<file path="config.mk">
export PLATFORM = sky130hd
export DESIGN_NAME = fifo_wr_ctrl
export DESIGN_NICKNAME = d
export VERILOG_FILES = /design/src/rtl/fifo_wr_ctrl.sv
export SDC_FILE = /design/constraint.sdc
export NUM_CORES = 1
export LEC_CHECK = 0
export ABC_AREA = 1
export CORE_UTILIZATION = 48
export DETAILED_ROUTE_END_ITERATION = 8
export PLACE_DENSITY = 0.77
export SLEW_MARGIN = 0
export SYNTH_ARGS = -nofsm -noshare
export SYNTH_HDL_FRONTEND = slang
export SYNTH_SLANG_ARGS = --single-unit
export TNS_END_PERCENT = 1
</file>
<file path="constraint.sdc">
create_clock -name wclk -period 2.3 [get_ports wclk]
set_clock_uncertainty 0.15 [all_clocks]
set_input_delay 0.345 -clock wclk [delete_from_list [all_inputs] [get_ports wclk]]
set_output_delay 0.345 -clock wclk [all_outputs]
set_load 0.01 [all_outputs]
</file>
<file path="src/rtl/fifo_wr_ctrl.sv">
// Write-side controller for an async FIFO: a 2-entry skid buffer decouples the
// upstream valid/ready handshake from the FIFO full flag and tracks write/stall counts.
module fifo_wr_ctrl #(
   parameter int DATASIZE = 8,
   parameter int CNTSIZE  = 16
) (
   input  logic                wclk,
   input  logic                wrst_n,
   input  logic                en,
   input  logic                s_valid,
   input  logic [DATASIZE-1:0] s_data,
   output logic                s_ready,
   input  logic                wfull,
   output logic                winc,
   output logic [DATASIZE-1:0] wdata,
   output logic [CNTSIZE-1:0]  wr_count,
   output logic [CNTSIZE-1:0]  stall_count
);

   typedef enum logic [1:0] {
      EMPTY,
      ONE,
      TWO
   } state_t;

   state_t              state, state_nxt;
   logic [DATASIZE-1:0] head, tail;
   logic                accept, push, stall;
   logic                load_head, load_tail, move_tail;

   // Handshake outputs depend on the state register only, so s_ready never
   // combinationally follows s_valid or wfull.
   assign s_ready = (state != TWO);
   assign winc    = (state != EMPTY) && en && !wfull;
   assign wdata   = head;
   assign accept  = s_valid && s_ready;
   assign push    = winc;
   assign stall   = (state != EMPTY) && en && wfull;

   // NOTE: sequential state uses non-blocking assignments so every register
   // samples pre-edge values, independent of process evaluation order.
   always_ff @(posedge wclk or negedge wrst_n) begin
      if (!wrst_n) state <= EMPTY;
      else         state <= state_nxt;
   end

   always_comb begin
      // NOTE: every output of this block gets a default first, so no path
      // through the case statement can infer a latch.
      state_nxt = state;
      load_head = 1'b0;
      load_tail = 1'b0;
      move_tail = 1'b0;
      unique case (state)
         EMPTY: begin
            if (accept) begin
               load_head = 1'b1;
               state_nxt = ONE;
            end
         end
         ONE: begin
            unique case ({accept, push})
               2'b10: begin
                  load_tail = 1'b1;
                  state_nxt = TWO;
               end
               2'b01:   state_nxt = EMPTY;
               2'b11:   load_head = 1'b1;
               default: state_nxt = ONE;
            endcase
         end
         TWO: begin
            if (push) begin
               move_tail = 1'b1;
               state_nxt = ONE;
            end
         end
         default: state_nxt = EMPTY;
      endcase
   end

   // NOTE: the two entries are reset explicitly so wdata reads 0 in reset and
   // no stale word survives a mid-operation reset.
   always_ff @(posedge wclk or negedge wrst_n) begin
      if (!wrst_n) begin
         head <= '0;
         tail <= '0;
      end else begin
         if (load_head)      head <= s_data;
         else if (move_tail) head <= tail;
         if (load_tail)      tail <= s_data;
      end
   end

   // wr_count wraps naturally; stall_count holds at all-ones.
   always_ff @(posedge wclk or negedge wrst_n) begin
      if (!wrst_n) begin
         wr_count    <= '0;
         stall_count <= '0;
      end else begin
         if (push)                        wr_count    <= wr_count + CNTSIZE'(1);
         if (stall && (stall_count != '1)) stall_count <= stall_count + CNTSIZE'(1);
      end
   end

endmodule

</file>
* Word-level counts from Yosys, hierarchy flattened
Index checks and enable logic that the tools add are counted.
Operators by class: $mul 0, equal/unequal tests 10, muxes and demuxes 13, div/mod/pow operators 0, reductions and logical operators 10, shift-type cells 0, add/sub/neg operators 2, $lt $le $gt $ge 0, bitwise gates (word level) 0
Operators by type and width (count):
- $add A16 B1 Y16 const B | 2
- $mux W8 | 2
- $ne A16 B16 Y1 const B | 1
- $pmux W2 S3 | 2
- $ne A2 B2 Y1 const B | 4
- $eq A2 B2 Y1 const B | 3
- $mux W1 | 6
- $logic_and A1 B1 Y1 | 5
- $eq A2 B1 Y1 const B | 2
- $mux W2 | 2
- $reduce_bool A2 Y1 | 2
- $reduce_and A3 Y1 | 1
- $logic_not A2 Y1 | 1
- $pmux W1 S2 | 1
- $logic_not A1 Y1 | 1
Word-level totals: word-level logic and storage cells 40, memory bits (read-only) 0, bits in latches 0, memories kept 0, output and inout port bits 42, RAM bits 0, register bits 50

* Longest topological paths before layout
depth after elaboration 7, depth in mapped cells 13, depth with buffers taken out 12

* Worst setup path before layout
Ideal clock, no wire load.
path type reg2reg, from register state[0], to register head[6], in the netlist wdata[6], setup slack 0.235 ns, setup time 0.126 ns, arrival time 1.789 ns, path buffers 2, clock period less this slack 2.065 ns, stages on the path, launching flop included 14, cells stage by stage dfrtp_1 -> inv_2 -> nand2_1 -> nand3_2 -> inv_1 -> buf_2 -> ha_1 -> nand3_1 -> nand2_2 -> inv_4 -> o21ai_4 -> buf_4 -> nand2_1 -> o21ai_0
On the way: longest elaborated chain between the ends 7
Ends and longest elaborated chain:
- start, declared | RTL line 26 | state_t state, state_nxt;
- start signal, assigned | RTL line 44 | else state <= state_nxt;
- $reduce_bool A2 Y1 * | RTL line 34 | assign winc = (state != EMPTY) && en && !wfull;
- $logic_and A1 B1 Y1 * (2 in a row) | RTL line 34
- net winc | RTL line 14 | output logic winc,
- $eq A2 B2 Y1 | RTL line 62 | unique case ({accept, push})
- $mux W1 | RTL line 62
- $pmux W1 S2 | RTL line 54 | unique case (state)
- $mux W8 or $reduce_bool A2 Y1 (tied branches)
- end signal, assigned | RTL line 89 | if (load_head) head <= s_data;
- end signal, assigned | RTL line 90 | else if (move_tail) head <= tail;
- end, declared | RTL line 27 | logic [DATASIZE-1:0] head, tail;
Mark *: on every way through the listed nets, which the timed path passes. The rest lies on a longest branch. A chain may end at the register's enable or synchronous reset.

* Worst setup path in the final report
from register state[0], to output port winc
On the way: longest elaborated chain between the ends 3
Ends and longest elaborated chain (RTL line):
- $reduce_bool A2 Y1 | 34
- $logic_and A1 B1 Y1 (2 in a row) | 34
- end, declared | 14
Every way passes these cells.

==> results.yml <==
worst_setup_path:
  arrival_ps: 1670
  rrSetupSlack_ps: 380
  crit_path_max_fanout: 5
  cp-end-kind: "output pin"
  worst_r2r_path_depth: 11
  r2r-end: "wdata[0]$_DFFE_PN0P_"
  worstSetupStartpointType: "flop"
  required_ps: 1800
  startpoint: "state[0]$_DFFE_PN0P_"
  timing_worst_setup_path_type: "flop to output pin"
  r2r-start: "state[1]$_DFFE_PN0P_"
sta:
  tns_ps: 0
  timing.fmax_mhz: 461
  maxSlewViolCount: 0
  period_share: 0.943
  finalCriticalPeriod_ps: 2170
  final-setup-viol-count: 0
  whs_ps: 360
  rsz0062_at_grt: "false"
  worstMarginPinSlew_ps: 570
  hold_viol_final: 0
  relSlewSlack: 0.620
place:
  place.port_buffers: 54
  hpwl_microns: 4310
  place_area_sq_um: 3420
  gp_congestion: 0.866
yosys:
  synth_seq_cells: 50
  yosys.area.top_type_share: 0.449
  synth.distinct_cells: 25
  synth.avg_cell_area_sq_um: 7.53
  synth_cells: 370
  synth_area_leaders: "dfrtp_1, nand2_1, inv_1, nor2_1, nand3_1"
  syn_area_sq_um: 2790
  yosys_warnings: 0
  syn-num-nets: 388
  ys_seq_area_frac: 0.449
  yosysTopAreaCell: "dfrtp_1"
pwr:
  power.density_nw_per_um2: 869
  swShare: 0.349
  power.leakage_nw: 1.63
  p_switching_mw: 1.07
  clock_power_share: 0.199
  p_seq_frac: 0.430
  internal-power_mw: 2.00
  power_frac_comb: 0.371
  ir_worst_vdd_v: 0.000535
cells_and_area:
  design_area_sq_um: 3540
  diodes: 0
  final_core_util: 0.639
  drive_gt1_frac: 0.0851
  nFillCells: 500
  finalNetCount: 452
  area_growth_syn_to_layout_pct: 27.1
clocking:
  cts_buffers: 5
  cts_setup_buffers: 0
  clkLatencyLatePin_ps: 300
  clk_pin_slew_ps: 90
  clk_path_buf_depth: 2
  cts_tree: "built"
  cts_hold_buf: 1
  ctsResizeCount: 0
  ctsHtreeMaxLevel: 2
  cts_root_buffer: "clkbuf_8"
  cts.sinks: 50
floorplan:
  rows: 27
  fp.dieW_microns: 78.2
  start_util: 0.503
  fp.dieH_microns: 78.2
  fp.coreArea_sq_um: 5540
  dieArea_sq_um: 6110
  num_io_pins: 55
route:
  ant_nets: 0
  via_count: 2485
  totalWireLength_microns: 5910
  drt-initial-drc-count: 131
  vias_per_cell: 4.90
  drc: 0
  drt-pass1-iter-count: 4
  wl_per_cell_microns: 11.7
global_route:
  overflow: 0
  grt_usage: 0.211
  antenna_found_initial: 0
  grt_max_degree: 26
  grt_pass1_vias: 2359
  grt_pass1_wl_microns: 10300
min_path:
  whs_path_depth: 1
  worst_hold_startpoint: "tail[0]$_DFFE_PN0P_"
  hp-class: "flop to flop"
  hold-path-endpoint: "tail[0]$_DFFE_PN0P_"
status:
  status: "finished, final reports clean"
flow_run:
  max_cap_violations: 0
cell usage in the layout, fill, tap and decap left out, types with 2 or more instances in the layout:
master	netlist	final
o21ai_4	2	2
dfrtp_1	50	50
nand3_1	19	19
clkdlybuf4s50_1	0	53
nor2_2	2	2
o21ai_0	18	18
ha_1	5	5
nand3_2	2	2
inv_2	3	3
nor2_1	37	37
xor2_1	5	5
xnor2_1	10	10
inv_1	37	37
clkbuf_8	0	5
nand2_2	4	4
mux2_2	8	8
nand2_1	149	149
nand4_1	8	8
buf_4	1	7
clkbuf_1	0	2
cells in the mapped netlist, drive strengths merged:
| master | count |
|---|---|
| a21oi | 1 |
| buf | 5 |
| clkinv | 1 |
| dfrtp | 50 |
| ha | 5 |
| inv | 41 |
| mux2 | 8 |
| nand2 | 153 |
| nand3 | 21 |
| nand4 | 8 |
| nor2 | 40 |
| nor3 | 1 |
| o21ai | 21 |
| xnor2 | 10 |
| xor2 | 5 |
area by class of cell:
class / instances / area, sq um / area share
clock buffer: 7 / 76.3 / 0.0216
clock inverter: 1 / 30.0 / 0.00848
multi-input combinational: 273 / 1330 / 0.377
inverter: 42 / 160 / 0.0452
timing repair buffer: 62 / 598 / 0.169
tap: 72 / 90.1 / 0.0255
sequential: 50 / 1250 / 0.353
worst max-delay path, cell delays in order, from the launching register on:
cell	delay [ps]
dfrtp_1	430
inv_2	60
nand2_1	100
nand3_2	110
inv_1	120
clkdlybuf4s50_1	550
how the worst max path moves through the flow:
stage                                      end  cells past startpoint
after detailed placement   tail[1]$_DFFE_PN0P_                      6
final                                     winc                      5
after global routing                      winc                      5
after global placement    wdata[0]$_DFFE_PN0P_                     11
after CTS                                 winc                      5
after floorplan           wdata[6]$_DFFE_PN0P_                     13
layer usage:
metal | share of wire | wire length (microns) | vias up | track usage
met2 | 0.46 | 2730 | 63 | 0.355
met1 | 0.48 | 2860 | 1138 | 0.274
li1 | - | - | 1276 | -
met3 | 0.042 | 246 | 8 | 0.0326
met5 | 0 | 0 | - | 0
met4 | 0.011 | 65 | 0 | 0.0796
state kept, by name, indices dropped and copies added (netlist names):
register     cells
wdata            8
stall_count     16
wr_count        16
state            2
tail             8
logic make-up (layout without fill, tap and decap cells):
| family | Yosys count | in the layout | synth area share |
|---|---|---|---|
| fa+ha+maj | 5 | 5 | 0.0225 |
| simple gates | 223 | 223 | 0.329 |
| mux | 8 | 8 | 0.0323 |
| flops | 50 | 50 | 0.449 |
| compound gates | 22 | 22 | 0.0476 |
| xor+xnor | 15 | 15 | 0.0472 |
| buf+inv | 47 | 112 | 0.0719 |
through the flow:
stage	setup slack, ps	total power, mW	cells
detailed placement	66.4	2.47	498
finish	130	3.07	507
floorplan	235	1.98	370
global placement	141	2.44	498
CTS	129	3.10	507
global route	30.6	3.32	507
power by group through the flow:
stage               combinational [mW]  sequential (mW)  clock [mW]
floorplan                        0.618             1.36           0
detailed placement                1.14             1.33           0
global placement                  1.11             1.33           0
global route                      1.29             1.36       0.670
finish                            1.14             1.32       0.612
CTS                               1.15             1.32       0.631
Note: power is estimated with default switching activity, not from simulation.
